$ cat src/rtl/pipe_pkg.sv
// Shared pipeline definitions: default datapath width, register-address width
// and the MEM-stage access FSM encoding.
package pipe_pkg;

  localparam int DW_DEFAULT = 32;
  localparam int RA_W       = 5;
  localparam int CNT_W      = 4;

  typedef enum logic {
    IDLE = 1'b0,
    WAIT = 1'b1
  } mem_state_e;

endpackage

$ cat src/rtl/mem_wb_reg.sv
// MEM/WB pipeline register. When load is low the register captures a bubble
// (all fields zero, so nothing is written back).
module mem_wb_reg
  import pipe_pkg::*;
#(
  parameter int DW = DW_DEFAULT
) (
  input  logic            clk_i,
  input  logic            rst_i,
  input  logic            load,
  input  logic            reg_write,
  input  logic            mem2reg,
  input  logic [DW-1:0]   read_data,
  input  logic [DW-1:0]   alu_data,
  input  logic [RA_W-1:0] rd_addr,
  output logic            wb_reg_write,
  output logic            wb_mem2reg,
  output logic [DW-1:0]   wb_read_data,
  output logic [DW-1:0]   wb_alu_data,
  output logic [RA_W-1:0] wb_rd_addr
);

  // NOTE: sequential state uses non-blocking assignments so every flop samples
  // pre-edge values regardless of statement order.
  always_ff @(posedge clk_i or posedge rst_i) begin
    if (rst_i) begin
      wb_reg_write <= 1'b0;
      wb_mem2reg   <= 1'b0;
      wb_read_data <= '0;
      wb_alu_data  <= '0;
      wb_rd_addr   <= '0;
    end else if (load) begin
      wb_reg_write <= reg_write;
      wb_mem2reg   <= mem2reg;
      wb_read_data <= read_data;
      wb_alu_data  <= alu_data;
      wb_rd_addr   <= rd_addr;
    end else begin
      wb_reg_write <= 1'b0;
      wb_mem2reg   <= 1'b0;
      wb_read_data <= '0;
      wb_alu_data  <= '0;
      wb_rd_addr   <= '0;
    end
  end

endmodule

$ cat src/rtl/mem_stage.sv
// MEM pipeline stage: issues data-memory requests, stalls the front of the
// pipeline until ack or timeout, resolves branches and feeds MEM/WB.
module mem_stage
  import pipe_pkg::*;
#(
  parameter int TIMEOUT = 15,
  parameter int DW      = DW_DEFAULT
) (
  input  logic            clk_i,
  input  logic            rst_i,
  input  logic            RegWrite_i,
  input  logic            MemWrite_i,
  input  logic            MemRead_i,
  input  logic            Mem2Reg_i,
  input  logic            Branch_i,
  input  logic [DW-1:0]   AddResult_i,
  input  logic            Zero_i,
  input  logic [DW-1:0]   ALU_data_i,
  input  logic [DW-1:0]   writeData_i,
  input  logic [4:0]      RDaddr_i,
  output logic            dmem_req_o,
  output logic            dmem_we_o,
  output logic [DW-1:0]   dmem_addr_o,
  output logic [DW-1:0]   dmem_wdata_o,
  input  logic            dmem_ack_i,
  input  logic [DW-1:0]   dmem_rdata_i,
  output logic            stall_o,
  output logic            PCSrc_o,
  output logic [DW-1:0]   BranchTarget_o,
  output logic            RegWrite_o,
  output logic            Mem2Reg_o,
  output logic [DW-1:0]   ReadData_o,
  output logic [DW-1:0]   ALU_data_o,
  output logic [4:0]      RDaddr_o,
  output logic            timeout_o
);

  localparam logic [CNT_W-1:0] CNT_LAST = CNT_W'(TIMEOUT - 1);

  mem_state_e          state_q, state_d;
  logic [CNT_W-1:0]    cnt_q;
  logic                timeout_q;
  logic                req_we_q;
  logic [DW-1:0]       req_addr_q, req_wdata_q;
  logic                mem_op, ack_take, to_hit, wb_load;

  assign mem_op = MemRead_i | MemWrite_i;

  // NOTE: every signal driven here gets a default first, so no path can
  // leave one unassigned and infer a latch.
  always_comb begin
    state_d      = state_q;
    dmem_req_o   = 1'b0;
    dmem_we_o    = 1'b0;
    dmem_addr_o  = '0;
    dmem_wdata_o = '0;
    stall_o      = 1'b0;
    ack_take     = 1'b0;
    to_hit       = 1'b0;
    if (!rst_i) begin
      unique case (state_q)
        IDLE: begin
          if (mem_op) begin
            dmem_req_o   = 1'b1;
            dmem_we_o    = MemWrite_i;
            dmem_addr_o  = ALU_data_i;
            dmem_wdata_o = writeData_i;
            stall_o      = 1'b1;
            state_d      = WAIT;
          end
        end
        WAIT: begin
          // Request fields come from the copy taken at issue, not the inputs.
          dmem_req_o   = 1'b1;
          dmem_we_o    = req_we_q;
          dmem_addr_o  = req_addr_q;
          dmem_wdata_o = req_wdata_q;
          if (dmem_ack_i) begin
            ack_take = 1'b1;
            state_d  = IDLE;
          end else if (cnt_q == CNT_LAST) begin
            to_hit  = 1'b1;
            state_d = IDLE;
          end else begin
            stall_o = 1'b1;
          end
        end
        default: state_d = IDLE;
      endcase
    end
  end

  assign wb_load        = !stall_o && !to_hit;
  assign PCSrc_o        = Branch_i & Zero_i & ~stall_o & ~rst_i;
  assign BranchTarget_o = rst_i ? '0 : AddResult_i;
  assign timeout_o      = timeout_q;

  always_ff @(posedge clk_i or posedge rst_i) begin
    if (rst_i) begin
      state_q     <= IDLE;
      cnt_q       <= '0;
      timeout_q   <= 1'b0;
      req_we_q    <= 1'b0;
      req_addr_q  <= '0;
      req_wdata_q <= '0;
    end else begin
      state_q <= state_d;
      if (state_q == WAIT && state_d == WAIT) cnt_q <= cnt_q + 1'b1;
      else                                    cnt_q <= '0;
      if (to_hit) timeout_q <= 1'b1;
      if (state_q == IDLE && mem_op) begin
        req_we_q    <= MemWrite_i;
        req_addr_q  <= ALU_data_i;
        req_wdata_q <= writeData_i;
      end
    end
  end

  mem_wb_reg #(.DW(DW)) u_mem_wb (
    .clk_i        (clk_i),
    .rst_i        (rst_i),
    .load         (wb_load),
    .reg_write    (RegWrite_i),
    .mem2reg      (Mem2Reg_i),
    .read_data    (ack_take ? dmem_rdata_i : '0),
    .alu_data     (ALU_data_i),
    .rd_addr      (RDaddr_i),
    .wb_reg_write (RegWrite_o),
    .wb_mem2reg   (Mem2Reg_o),
    .wb_read_data (ReadData_o),
    .wb_alu_data  (ALU_data_o),
    .wb_rd_addr   (RDaddr_o)
  );

endmodule

$ cat config.mk
export PLATFORM = sky130hd
export DESIGN_NAME = mem_stage
export DESIGN_NICKNAME = d
export VERILOG_FILES = /design/src/rtl/pipe_pkg.sv /design/src/rtl/mem_wb_reg.sv /design/src/rtl/mem_stage.sv
export SDC_FILE = /design/constraint.sdc
export NUM_CORES = 1
export LEC_CHECK = 0
export CORE_MARGIN = 2
export CORE_UTILIZATION = 36
export CTS_CLUSTER_SIZE = 24
export DETAILED_ROUTE_END_ITERATION = 8
export PLACE_DENSITY = 0.83
export SLEW_MARGIN = 20
export SYNTH_ARGS = -nofsm -noshare
export SYNTH_HDL_FRONTEND = slang
export SYNTH_SLANG_ARGS = --single-unit
$ cat constraint.sdc
create_clock -name clk_i -period 4.5 [get_ports clk_i]
set_input_delay 0.45 -clock clk_i [delete_from_list [all_inputs] [get_ports clk_i]]
set_output_delay 0.45 -clock clk_i [all_outputs]
set_load 0.01 [all_outputs]
### Yosys cells after proc, flatten, opt, wreduce, memory -nomap -nowiden

Index checks and enable logic that the tools add are counted.

* flip-flop bits (word level): 142
* output and inout port bits: 172
* bits of input ports: 142
* word-level logic and storage cells: 57

* equal/unequal tests: 1
* bitwise logic cells: 7
* reductions and logical operators: 5
* add/subtract/negate cells: 1
* muxes and demuxes: 32

Operators by type and width (number)
* $mux W32: 8
* $pmux W32 S2: 2
* $mux W1: 17
* $pmux W1 S2: 3
* $mux W5: 1
* $add A4 B1 Y4 const B: 1
* $eq A4 B4 Y1 const B: 1
* $mux W4: 1
* $and A1 B1 Y1: 3
* $logic_and A1 B1 Y1: 3
* $not A1 Y1: 3
* $logic_not A1 Y1: 2
* $or A1 B1 Y1: 1

### Depth between registers and ports, before layout

Gate-level depths: netlist of the first run.

* depth in word-level cells: 8
* gate-level depth with buffers: 6

### Hierarchy

A second synthesis of the first run with hierarchy kept.

* cell total of the unflattened synthesis: 674
* area total of the unflattened synthesis: 6194.7 um^2

By module, submodules not included
* mem_stage: cells each 524, area an instance 3846.2 um^2, seq. area each 1776.7 um^2, times used 1
* mem_wb_reg: cells each 150, area an instance 2348.5 um^2, seq. area each 1776.7 um^2, times used 1

### Worst setup path after synthesis of the first run

Ideal clock, no wire load.

* path type: in2reg
* start: in rst_i
* end: reg u_mem_wb.wb_read_data[10]
* setup time: 66 ps
* data arrival time: 4180 ps
* stages on the path: 4
* data required time: 4434 ps
* path buffers: 1
* slack: 254 ps
* cells stage by stage: inv_1 > and3_1 > clkbuf_2 > and2_1

* longest elaborated chain between the ends: 4
* elaborated cells on any way between the ends: 8
* those cells by class: mux (5); reduce/logical (3)

RTL lines
* from (decl): line mem_stage.sv:10 `input logic rst_i,`
* $mux W1: line mem_stage.sv:60 `if (!rst_i) begin`
* $logic_not A1 Y1: line mem_stage.sv:93 `assign wb_load = !stall_o && !to_hit;`
* $logic_and A1 B1 Y1: line mem_stage.sv:93
* $mux W32 *: line mem_wb_reg.sv:32 `end else if (load) begin`
* to (signal assigned): line mem_wb_reg.sv:35 `wb_read_data <= read_data;`
* to (decl): line mem_wb_reg.sv:18 `output logic [DW-1:0] wb_read_data,`

Mark *: on every way between the ends. The rest lies on a longest branch, timed or not.
A chain may end at the register's enable or synchronous reset.

### Final worst setup path of the first run

* start: reg state_q
* end: out dmem_addr_o[16]

* longest elaborated chain between the ends: 3

RTL lines
* from (decl): line mem_stage.sv:40 `mem_state_e state_q, state_d;`
* from (signal assigned): line mem_stage.sv:107 `state_q <= state_d;`
* $not A1 Y1
* $pmux W32 S2 *: line mem_stage.sv:61 `unique case (state_q)`
* $mux W32 *: line mem_stage.sv:60
* to (decl): line mem_stage.sv:23 `output logic [DW-1:0] dmem_addr_o,`

Marked as above.

==> out/summary.json, run 1 <==
{
  "run_status": {"value": "finished, final reports clean"},
  "max-cap-violations": {"value": 0},
  "timing.critical_path.fanout_max": {"value": 34},
  "synth.yosys.warnings": {"value": 0},
  "routed-via-count": {"value": 5510},
  "synth.largest_area_cell": {"value": "sky130_fd_sc_hd__dfrtp_1"},
  "cts_tree": {"value": "yes"},
  "clock_tree.htree_level_count": {"value": 4},
  "timing.final.hold_violations": {"value": 0},
  "max_stage_delay": {"value": 800, "unit": "ps"},
  "worstSetupEndpoint": {"value": "dmem_addr_o[16]"},
  "synth.yosys.seq_area_share": {"value": 59.8, "unit": "%"},
  "final_min_period_over_clock_period": {"value": 76.8, "unit": "%"},
  "final_antenna_net_count": {"value": 0},
  "place.gp.congestion": {"value": 0.821},
  "worstSetupStartpoint": {"value": "state_q$_DFF_PP0_"},
  "maximum_number_of_pins_on_one_net_before_global_route_repair": {"value": 55},
  "detailedPlacementHpwl": {"value": 13400, "unit": "um"},
  "cp.depth": {"value": 5},
  "synthesis.area": {"value": 5940, "unit": "um2"},
  "netlist.area_leader.share": {"value": 59.8, "unit": "%"},
  "seq_power_share": {"value": 38.5, "unit": "%"},
  "numCtsBuffers": {"value": 17},
  "cts_hold_repair.buffers": {"value": 0},
  "synth_edf_count": {"value": 0},
  "fmax": {"value": 289, "unit": "MHz"},
  "numClockSinks": {"value": 142},
  "path_class": {"value": "flop to output port"},
  "worst_path_max_delay_cell": {"value": "sky130_fd_sc_hd__o21ba_2"},
  "cts_buffer_depth": {"value": 2},
  "pwr_density_cell": {"value": 437, "unit": "nW/um2"},
  "dr.first_iter.drc_count": {"value": 250},
  "start_util": {"value": 37.1, "unit": "%"},
  "worstRegToRegCells": {"value": 3},
  "avgSynthCellArea": {"value": 9.33, "unit": "um2"},
  "grt.overflow.total": {"value": 0},
  "die_footprint": {"value": 17500, "unit": "um2"},
  "port_buffers": {"value": 313},
  "setup_viol": {"value": 0},
  "floorplan.die.width": {"value": 132, "unit": "um"},
  "drt-wirelength-per-cell": {"value": 16.0, "unit": "um"},
  "postSynthNetCount": {"value": 781},
  "postSynthCellCount": {"value": 637},
  "clkTransAtPathRegs": {"value": 60, "unit": "ps"},
  "netlist_top_cells_area": {"value": "sky130_fd_sc_hd__dfrtp_1, sky130_fd_sc_hd__nand2_1, sky130_fd_sc_hd__nor2b_1"},
  "global_route_wire_length_before_repair": {"value": 29700, "unit": "um"},
  "post-place-ws": {"value": 1190, "unit": "ps"},
  "groute.usage.overall": {"value": 21.4, "unit": "%"},
  "p_comb_share": {"value": 26.9, "unit": "%"},
  "critPathCaptureType": {"value": "output port"},
  "worst_slew_pin_slew": {"value": 880, "unit": "ps"},
  "cp_num_buf_inv": {"value": 2},
  "cp-start-kind": {"value": "flop"},
  "unrepaired_setup_endpoints_after_global_routing": {"value": "no"},
  "grt_pass1_vias": {"value": 5532},
  "crit-reg2reg-launch": {"value": "state_q$_DFF_PP0_"},
  "setup-tns-final": {"value": 0, "unit": "ps"},
  "worst_hold_slack": {"value": 366, "unit": "ps"},
  "floorplan.rows": {"value": 46},
  "slew-limit-headroom": {"value": 41.3, "unit": "%"},
  "worstHoldPathType": {"value": "input port to asynchronous set/reset pin"},
  "ff2ff_setup_slack": {"value": 2010, "unit": "ps"},
  "power_switching": {"value": 1.26, "unit": "mW"},
  "ordered_cell_list_for_the_critical_path": {"value": "o21ba_2, buf_12, nand2_1, a21oi_1, clkdlybuf4s50_1"},
  "ys_ff_latch": {"value": 142},
  "drcViolationCount": {"value": 0},
  "clock_insertion_delay_worst_skew": {"value": 420, "unit": "ps"},
  "avgViaCountPerCell": {"value": 4.73},
  "antenna-diode-count": {"value": 0},
  "clock_power_share": {"value": 34.5, "unit": "%"},
  "cts_setup_buffers": {"value": 0},
  "worst_ir_drop_vdd": {"value": 0.241, "unit": "mV"},
  "critPathRequiredTime": {"value": 4050, "unit": "ps"},
  "ys.flop_type": {"value": "sky130_fd_sc_hd__dfrtp_1"},
  "r2r-end": {"value": "u_mem_wb.wb_read_data[21]$_DFF_PP0_"},
  "critPathArrivalTime": {"value": 3010, "unit": "ps"},
  "cts_resized": {"value": 0},
  "internal_power": {"value": 3.02, "unit": "mW"},
  "core_region_area": {"value": 16000, "unit": "um2"},
  "number_of_iterations_in_the_first_detailed_routing_pass": {"value": 4},
  "finalNetCount": {"value": 1080},
  "antenna_found_initial": {"value": 0},
  "clk_root_buffer_cell": {"value": "sky130_fd_sc_hd__clkbuf_16"},
  "routed_wl": {"value": 18700, "unit": "um"},
  "fin_worst_skew": {"value": 11.4, "unit": "ps"},
  "layout-area-overhead-vs-synth": {"value": 64.9, "unit": "%"},
  "power_switching_share": {"value": 29.4, "unit": "%"},
  "finalCriticalPeriod": {"value": 3460, "unit": "ps"},
  "io-pin-count": {"value": 314},
  "fp.dieH": {"value": 132, "unit": "um"},
  "drive_above_1_share": {"value": 4.64, "unit": "%"},
  "final_util": {"value": 61.2, "unit": "%"},
  "post_synth_num_cell_types": {"value": 29},
  "critPathTopFamily": {"value": "compound AO/OA/AOI/OAI gates"},
  "final.setup.worst_slack": {"value": 1040, "unit": "ps"},
  "async_flop_share": {"value": 100, "unit": "%"},
  "number_of_pins_exceeding_their_max_slew_limit_in_the_final_report": {"value": 0},
  "power.leakage": {"value": 4.42, "unit": "nW"}
}
-- Yosys cell counts (all sizes together), types with 2 or more instances --
cell type	n
inv	3
clkbuf	15
nor2b	71
dfrtp	142
a21oi	65
nor2	5
o21ai	3
ha	2
nand2	259
buf	25
and2	33
-- state kept, by name (all words and copies together) (netlist names) --
signal	flops
req_addr_q	32
req_wdata_q	32
u_mem_wb.wb_alu_data	32
u_mem_wb.wb_read_data	32
u_mem_wb.wb_rd_addr	5
cnt_q	4
req_we_q	1
state_q	1
timeout_o	1
u_mem_wb.wb_mem2reg	1
u_mem_wb.wb_reg_write	1
-- cells by family (layout without fill, tap and decap cells) --
group / after synthesis / count (layout) / synth area share (%)
compound gates: 74 / 74 / 6.95
xor+xnor: 2 / 2 / 0.295
fa+ha+maj: 2 / 2 / 0.421
buf+inv: 43 / 355 / 4.28
flops: 142 / 142 / 59.8
simple gates: 374 / 374 / 28.2
-- cell type report --
class / count / area [um2]
inverter: 3 / 16.3
tap: 216 / 270
clock buffer: 19 / 433
multi-input combinational: 452 / 2140
sequential: 142 / 3550
clock inverter: 13 / 186
fill: 1373 / 6200
timing repair buffer: 320 / 3200
-- per-layer routing --
metal  wire length, um  vias up  global-route usage, %
met5                 0        -                      0
li1                  -     2582                      -
met1              7380     2612                   25.9
met4               589        0                   9.02
met3              1450       43                   5.40
met2              9230      273                   36.3
-- metrics by stage --
step	power (mW)	instance area, um2	std cells
3_3_place_gp	2.79	9180	1133
4_1_cts	4.32	9800	1165
3_5_place_dp	2.83	9180	1133
6_report	4.28	9800	1165
2_1_floorplan	2.24	5940	637
5_1_grt	4.51	9800	1165
-- cell usage in the layout (no fill, tap or decap), types with 5 or more instances in the layout --
cell / synthesis / routed
sky130_fd_sc_hd__a21oi_1: 65 / 65
sky130_fd_sc_hd__clkbuf_16: 0 / 17
sky130_fd_sc_hd__nand2_1: 259 / 259
sky130_fd_sc_hd__clkdlybuf4s50_1: 0 / 312
sky130_fd_sc_hd__buf_4: 8 / 7
sky130_fd_sc_hd__and2_1: 33 / 33
sky130_fd_sc_hd__nor2b_1: 71 / 71
sky130_fd_sc_hd__dfrtp_1: 142 / 141
sky130_fd_sc_hd__nor2_1: 5 / 5
-- power by group through the flow --
stage / clock network [mW] / registers [mW] / logic, mW
6_report: 1.48 / 1.65 / 1.15
5_1_grt: 1.56 / 1.68 / 1.27
4_1_cts: 1.50 / 1.65 / 1.17
3_5_place_dp: 0 / 1.67 / 1.16
3_3_place_gp: 0 / 1.66 / 1.13
2_1_floorplan: 0 / 1.65 / 0.592
-- how the worst min path moves through the flow --
stage	start	endpoint	slack, ps
6_report	rst_i	req_wdata_q[14]$_DFFE_PP0P_	370
5_1_grt	rst_i	req_wdata_q[21]$_DFFE_PP0P_	430
4_1_cts	rst_i	req_wdata_q[21]$_DFFE_PP0P_	400
3_5_place_dp	req_addr_q[18]$_DFFE_PP0P_	req_addr_q[18]$_DFFE_PP0P_	460
3_3_place_gp	req_wdata_q[2]$_DFFE_PP0P_	req_wdata_q[2]$_DFFE_PP0P_	460
2_1_floorplan	req_addr_q[10]$_DFFE_PP0P_	req_addr_q[10]$_DFFE_PP0P_	450
No activity file was read; power rests on OpenSTA's default activity.
==> run 2: changes to the inputs <==
--- a/config.mk
+++ b/config.mk
@@ -6,10 +6,10 @@
 export NUM_CORES = 1
 export LEC_CHECK = 0
 export CORE_MARGIN = 2
-export CORE_UTILIZATION = 36
+export CORE_UTILIZATION = 40
 export CTS_CLUSTER_SIZE = 24
 export DETAILED_ROUTE_END_ITERATION = 8
-export PLACE_DENSITY = 0.83
+export PLACE_DENSITY = 0.87
 export SLEW_MARGIN = 20
 export SYNTH_ARGS = -nofsm -noshare
 export SYNTH_HDL_FRONTEND = slang
==> constraint.sdc (replaced) <==
create_clock -name clk_i -period 3.5 [get_ports clk_i]
set_input_delay 0.35 -clock clk_i [delete_from_list [all_inputs] [get_ports clk_i]]
set_output_delay 0.35 -clock clk_i [all_outputs]
set_load 0.01 [all_outputs]
==> out/summary.json, run 2 (same netlist as run 1, synthesis figures left out) <==
{
  "clk_root_buffer_cell": {"value": "sky130_fd_sc_hd__clkbuf_16"},
  "core_region_area": {"value": 14500, "unit": "um2"},
  "groute.usage.overall": {"value": 22.5, "unit": "%"},
  "antenna_found_initial": {"value": 0},
  "drt-wirelength-per-cell": {"value": 15.7, "unit": "um"},
  "start_util": {"value": 40.9, "unit": "%"},
  "routed-via-count": {"value": 5560},
  "avgViaCountPerCell": {"value": 4.89},
  "port_buffers": {"value": 313},
  "antenna-diode-count": {"value": 0},
  "dr.first_iter.drc_count": {"value": 288},
  "floorplan.die.width": {"value": 126, "unit": "um"},
  "slew-limit-headroom": {"value": 44.4, "unit": "%"},
  "final_antenna_net_count": {"value": 0},
  "grt_pass1_vias": {"value": 5540},
  "layout-area-overhead-vs-synth": {"value": 64.0, "unit": "%"},
  "cts_tree": {"value": "yes"},
  "detailedPlacementHpwl": {"value": 12300, "unit": "um"},
  "finalCriticalPeriod": {"value": 2760, "unit": "ps"},
  "worstHoldPathType": {"value": "flop to flop"},
  "cts_hold_repair.buffers": {"value": 0},
  "unrepaired_setup_endpoints_after_global_routing": {"value": "no"},
  "clock_insertion_delay_worst_skew": {"value": 420, "unit": "ps"},
  "cp-start-kind": {"value": "flop"},
  "cts_buffer_depth": {"value": 2},
  "run_status": {"value": "finished, final reports clean"},
  "clock_tree.htree_level_count": {"value": 4},
  "numClockSinks": {"value": 142},
  "setup_viol": {"value": 0},
  "place.gp.congestion": {"value": 0.814},
  "io-pin-count": {"value": 314},
  "maximum_number_of_pins_on_one_net_before_global_route_repair": {"value": 143},
  "max-cap-violations": {"value": 0},
  "drcViolationCount": {"value": 0},
  "floorplan.rows": {"value": 44},
  "grt.overflow.total": {"value": 0},
  "number_of_iterations_in_the_first_detailed_routing_pass": {"value": 5},
  "setup-tns-final": {"value": 0, "unit": "ps"},
  "drive_above_1_share": {"value": 4.94, "unit": "%"},
  "routed_wl": {"value": 17800, "unit": "um"},
  "critPathCaptureType": {"value": "output port"},
  "cts_resized": {"value": 0},
  "cts_setup_buffers": {"value": 0},
  "critPathRequiredTime": {"value": 3150, "unit": "ps"},
  "global_route_wire_length_before_repair": {"value": 28100, "unit": "um"},
  "layout.cells.most_common": {"value": "sky130_fd_sc_hd__clkdlybuf4s50_1"},
  "timing.critical_path.fanout_max": {"value": 34},
  "finalNetCount": {"value": 1083},
  "pwr_density_cell": {"value": 551, "unit": "nW/um2"},
  "commonest_cells_after_routing_fill_and_taps_aside": {"value": "sky130_fd_sc_hd__clkdlybuf4s50_1, sky130_fd_sc_hd__nand2_1, sky130_fd_sc_hd__dfrtp_1, sky130_fd_sc_hd__nor2b_1, sky130_fd_sc_hd__a21oi_1"},
  "fmax": {"value": 362, "unit": "MHz"},
  "final_min_period_over_clock_period": {"value": 78.8, "unit": "%"},
  "path_class": {"value": "flop to output port"},
  "power.leakage": {"value": 4.41, "unit": "nW"},
  "worst_slew_pin_slew": {"value": 834, "unit": "ps"},
  "timing.final.hold_violations": {"value": 0},
  "worst_hold_slack": {"value": 472, "unit": "ps"},
  "fin_worst_skew": {"value": 6.79, "unit": "ps"},
  "number_of_pins_exceeding_their_max_slew_limit_in_the_final_report": {"value": 0},
  "die_footprint": {"value": 15800, "unit": "um2"},
  "critPathArrivalTime": {"value": 2410, "unit": "ps"},
  "numCtsBuffers": {"value": 17},
  "clkTransAtPathRegs": {"value": 60, "unit": "ps"},
  "worst_ir_drop_vdd": {"value": 0.345, "unit": "mV"},
  "fp.dieH": {"value": 126, "unit": "um"}
}
## run 2: changes by cell type in the layout (fill, tap and decap cells not counted)
cell	previous run	this run
sky130_fd_sc_hd__buf_12	1	2
sky130_fd_sc_hd__buf_4	7	9
sky130_fd_sc_hd__bufinv_16	4	2
sky130_fd_sc_hd__clkinv_2	3	4
sky130_fd_sc_hd__clkinv_4	2	3
sky130_fd_sc_hd__clkinvlp_4	1	3
sky130_fd_sc_hd__inv_6	4	1
sky130_fd_sc_hd__inv_8	0	1
## run 2: cell type report
class,count,area (um2)
Fill cell,1093,4790
Multi-Input combinational cell,452,2140
Timing Repair Buffer,323,3230
Clock buffer,19,433
Tap cell,184,230
Clock inverter,13,141
Sequential cell,142,3550
Inverter,3,15.0
## run 2: stage by stage
stage	util (%)	power [mW]	setup slack [ps]	cell area, um2	cells
after floorplan	-	2.88	9.90	5940	637
after global placement	63.1	3.59	829	9170	1104
after detailed placement	63.1	3.64	795	9170	1104
after CTS	67.1	5.41	753	9750	1136
after global routing	67.1	5.66	632	9750	1136
final	67.1	5.37	741	9750	1136
## run 2: routing by layer
metal,track usage [%],vias to the layer above,part of all wire (%)
met1,26.8,2655,39
li1,-,2589,-
met3,5.65,42,7.5
met4,10.0,0,3.1
met5,0,-,0
met2,38.5,274,50
## run 2: final timing paths
check,start,slack [ps],to,depth (start not counted)
setup / recovery,state_q$_DFF_PP0_,740,dmem_addr_o[15],5
hold / removal,req_wdata_q[14]$_DFFE_PP0P_,470,req_wdata_q[14]$_DFFE_PP0P_,2
setup reg to reg,state_q$_DFF_PP0_,1640,u_mem_wb.wb_read_data[13]$_DFF_PP0_,3
hold reg to reg,req_wdata_q[14]$_DFFE_PP0P_,470,req_wdata_q[14]$_DFFE_PP0P_,2
max in group asynchronous,rst_i,2350,state_q$_DFF_PP0_,3
min in group asynchronous,rst_i,620,u_mem_wb.wb_read_data[29]$_DFF_PP0_,3
## run 2: where the power goes
part	internal (mW)	switching [mW]
combinational	0.748	0.763
sequential	1.95	0.155
clock	1.05	0.700
total	3.75	1.62
## run 2: worst max-delay path, cell delays in order (launching register included)
cell	delay [ps]
sky130_fd_sc_hd__dfrtp_2	450
sky130_fd_sc_hd__o21ba_2	260
sky130_fd_sc_hd__buf_4	360
sky130_fd_sc_hd__nand2_1	130
sky130_fd_sc_hd__a21oi_1	170
sky130_fd_sc_hd__clkdlybuf4s50_1	590
==> run 3: changes to the inputs <==
--- a/config.mk
+++ b/config.mk
@@ -6,10 +6,10 @@
 export NUM_CORES = 1
 export LEC_CHECK = 0
 export CORE_MARGIN = 2
-export CORE_UTILIZATION = 40
+export CORE_UTILIZATION = 36
 export CTS_CLUSTER_SIZE = 24
 export DETAILED_ROUTE_END_ITERATION = 8
-export PLACE_DENSITY = 0.87
+export PLACE_DENSITY = 0.83
 export SLEW_MARGIN = 20
 export SYNTH_ARGS = -nofsm -noshare
 export SYNTH_HDL_FRONTEND = slang
==> constraint.sdc (replaced) <==
create_clock -name clk_i -period 2.48 [get_ports clk_i]
set_input_delay 0.248 -clock clk_i [delete_from_list [all_inputs] [get_ports clk_i]]
set_output_delay 0.248 -clock clk_i [all_outputs]
set_load 0.01 [all_outputs]
==> out/summary.json, run 3 (same netlist as run 1, synthesis figures left out) <==
{
  "run_status": {"value": "finished, final reports clean"},
  "drt-wirelength-per-cell": {"value": 16.5, "unit": "um"},
  "finalCriticalPeriod": {"value": 2380, "unit": "ps"},
  "worst_ir_drop_vdd": {"value": 0.471, "unit": "mV"},
  "commonest_cells_after_routing_fill_and_taps_aside": {"value": "sky130_fd_sc_hd__nand2_1, sky130_fd_sc_hd__clkdlybuf4s50_1, sky130_fd_sc_hd__dfrtp_1, sky130_fd_sc_hd__nor2b_1, sky130_fd_sc_hd__a21oi_1"},
  "timing.critical_path.fanout_max": {"value": 14},
  "finalNetCount": {"value": 1095},
  "floorplan.rows": {"value": 46},
  "max-cap-violations": {"value": 0},
  "r2r-end": {"value": "u_mem_wb.wb_read_data[29]$_DFF_PP0_"},
  "port_buffers": {"value": 313},
  "drive_above_1_share": {"value": 6.43, "unit": "%"},
  "setup_viol": {"value": 0},
  "grt.overflow.total": {"value": 0},
  "crit-reg2reg-launch": {"value": "state_q$_DFF_PP0_"},
  "drcViolationCount": {"value": 0},
  "fp.dieH": {"value": 132, "unit": "um"},
  "clk_root_buffer_cell": {"value": "sky130_fd_sc_hd__clkbuf_16"},
  "worst_slew_pin_slew": {"value": 789, "unit": "ps"},
  "numPlacedInstances": {"value": 1144},
  "final_min_period_over_clock_period": {"value": 96.0, "unit": "%"},
  "grt_pass1_vias": {"value": 5814},
  "slew-limit-headroom": {"value": 47.4, "unit": "%"},
  "core_region_area": {"value": 16000, "unit": "um2"},
  "groute.usage.overall": {"value": 22.2, "unit": "%"},
  "die_footprint": {"value": 17500, "unit": "um2"},
  "critPathRequiredTime": {"value": 2230, "unit": "ps"},
  "post-place-ws": {"value": 14.1, "unit": "ps"},
  "critPathArrivalTime": {"value": 2130, "unit": "ps"},
  "clock_insertion_delay_worst_skew": {"value": 420, "unit": "ps"},
  "num-fill-cells": {"value": 1353},
  "number_of_iterations_in_the_first_detailed_routing_pass": {"value": 5},
  "routed_wl": {"value": 19500, "unit": "um"},
  "worstRegToRegCells": {"value": 4},
  "start_util": {"value": 37.1, "unit": "%"},
  "path_class": {"value": "flop to output port"},
  "min-delay-start": {"value": "RegWrite_i"},
  "global_route_wire_length_before_repair": {"value": 30500, "unit": "um"},
  "layout.cells.most_common": {"value": "sky130_fd_sc_hd__nand2_1"},
  "layout-area-overhead-vs-synth": {"value": 69.0, "unit": "%"},
  "power.leakage": {"value": 4.93, "unit": "nW"},
  "setup-tns-final": {"value": 0, "unit": "ps"},
  "cts_buffer_depth": {"value": 2},
  "stdcell_count": {"value": 1181},
  "hold_depth": {"value": 2},
  "numClockSinks": {"value": 142},
  "detailedPlacementHpwl": {"value": 13700, "unit": "um"},
  "cts_tree": {"value": "yes"},
  "timing.final.hold_violations": {"value": 0},
  "place.gp.congestion": {"value": 0.802},
  "final.setup.worst_slack": {"value": 100, "unit": "ps"},
  "avgViaCountPerCell": {"value": 4.71},
  "number_of_pins_exceeding_their_max_slew_limit_in_the_final_report": {"value": 0},
  "fmax": {"value": 420, "unit": "MHz"},
  "ff2ff_setup_slack": {"value": 560, "unit": "ps"},
  "antenna_found_initial": {"value": 1},
  "routed-via-count": {"value": 5563},
  "clkTransAtPathRegs": {"value": 70, "unit": "ps"},
  "fin_worst_skew": {"value": 8.20, "unit": "ps"},
  "floorplan.die.width": {"value": 132, "unit": "um"},
  "maximum_number_of_pins_on_one_net_before_global_route_repair": {"value": 143},
  "pwr_density_cell": {"value": 795, "unit": "nW/um2"},
  "holdPathEnd": {"value": "u_mem_wb.wb_reg_write$_DFF_PP0_"},
  "dr.first_iter.drc_count": {"value": 305},
  "worstHoldPathType": {"value": "input port to flop"},
  "design_power_total": {"value": 7.98, "unit": "mW"},
  "unrepaired_setup_endpoints_after_global_routing": {"value": "no"},
  "clock_tree.htree_level_count": {"value": 4},
  "numCtsBuffers": {"value": 17},
  "io-pin-count": {"value": 314},
  "final_util": {"value": 62.7, "unit": "%"},
  "cts_hold_repair.buffers": {"value": 0},
  "final_antenna_net_count": {"value": 0},
  "critPathCaptureType": {"value": "output port"},
  "cp-start-kind": {"value": "flop"}
}
run 3: changes by cell type in the layout (fill, tap and decap cells not counted), moves of 3 or more:
| cell | previous run | this run |
|---|---|---|
| sky130_fd_sc_hd__buf_12 | 2 | 5 |
| sky130_fd_sc_hd__buf_4 | 9 | 14 |
| sky130_fd_sc_hd__bufinv_16 | 2 | 5 |
| sky130_fd_sc_hd__clkdlybuf4s50_1 | 312 | 247 |
| sky130_fd_sc_hd__clkinv_2 | 4 | 0 |
| sky130_fd_sc_hd__dlygate4sd2_1 | 0 | 53 |
| sky130_fd_sc_hd__dlymetal6s2s_1 | 0 | 12 |
run 3: worst max path at each step:
stage	startpoint	end	slack [ps]	cells after the start
after floorplan	rst_i	u_mem_wb.wb_read_data[10]$_DFF_PP0_	-720	4
after global placement	MemWrite_i	dmem_addr_o[2]	50	7
after detailed placement	MemWrite_i	dmem_addr_o[24]	10	7
after CTS	cnt_q[0]$_DFF_PP0_	PCSrc_o	0.4	5
after global routing	state_q$_DFF_PP0_	dmem_wdata_o[30]	10	5
final	state_q$_DFF_PP0_	dmem_wdata_o[30]	100	5
run 3: repair_timing:
action / CTS / global route
pin swaps: 0 / 0
gates resized for setup: 56 / 12
gates cloned: 1 / 1
buffers inserted: 2 / 0
endpoints found under the setup margin: 56 / 13
run 3: critical path, stage by stage, from the launching register on:
cell and delay [ps]:
sky130_fd_sc_hd__dfrtp_2 460, sky130_fd_sc_hd__o21ba_2 310, sky130_fd_sc_hd__buf_12 160, sky130_fd_sc_hd__nand2_1 80, sky130_fd_sc_hd__a21oi_1 160, sky130_fd_sc_hd__clkdlybuf4s50_1 560
run 3: per-stage QoR:
stage               area, um2  hold slack, ps
global placement         9320             454
floorplan                5940             372
CTS                      9980             350
detailed placement       9320             455
finish                  10000             374
global route            10000             366
run 3: final cells by class:
type,count,area [um2],area share [%]
antenna,1,2.50,0.0249
multi-input combinational,452,2150,21.4
clock buffer,17,425,4.24
clock inverter,15,235,2.34
tap,216,270,2.69
timing repair buffer,335,3390,33.8
sequential,142,3550,35.4
inverter,3,15.0,0.150
run 3: power breakdown:
part / total [mW] / internal (mW) / switching, mW / leakage [nW]
clock: 2.82 / 1.80 / 1.02 / 0.315
combinational: 2.19 / 1.06 / 1.13 / 2.82
sequential: 2.97 / 2.75 / 0.223 / 1.80
total: 7.98 / 5.61 / 2.37 / 4.93
run 3: layer usage:
metal	vias up	routed length, um	global-route usage, %
met1	2631	7500	25.1
met3	43	1270	5.52
li1	2625	-	-
met4	0	725	11.6
met5	-	0	0
met2	264	10000	38.9
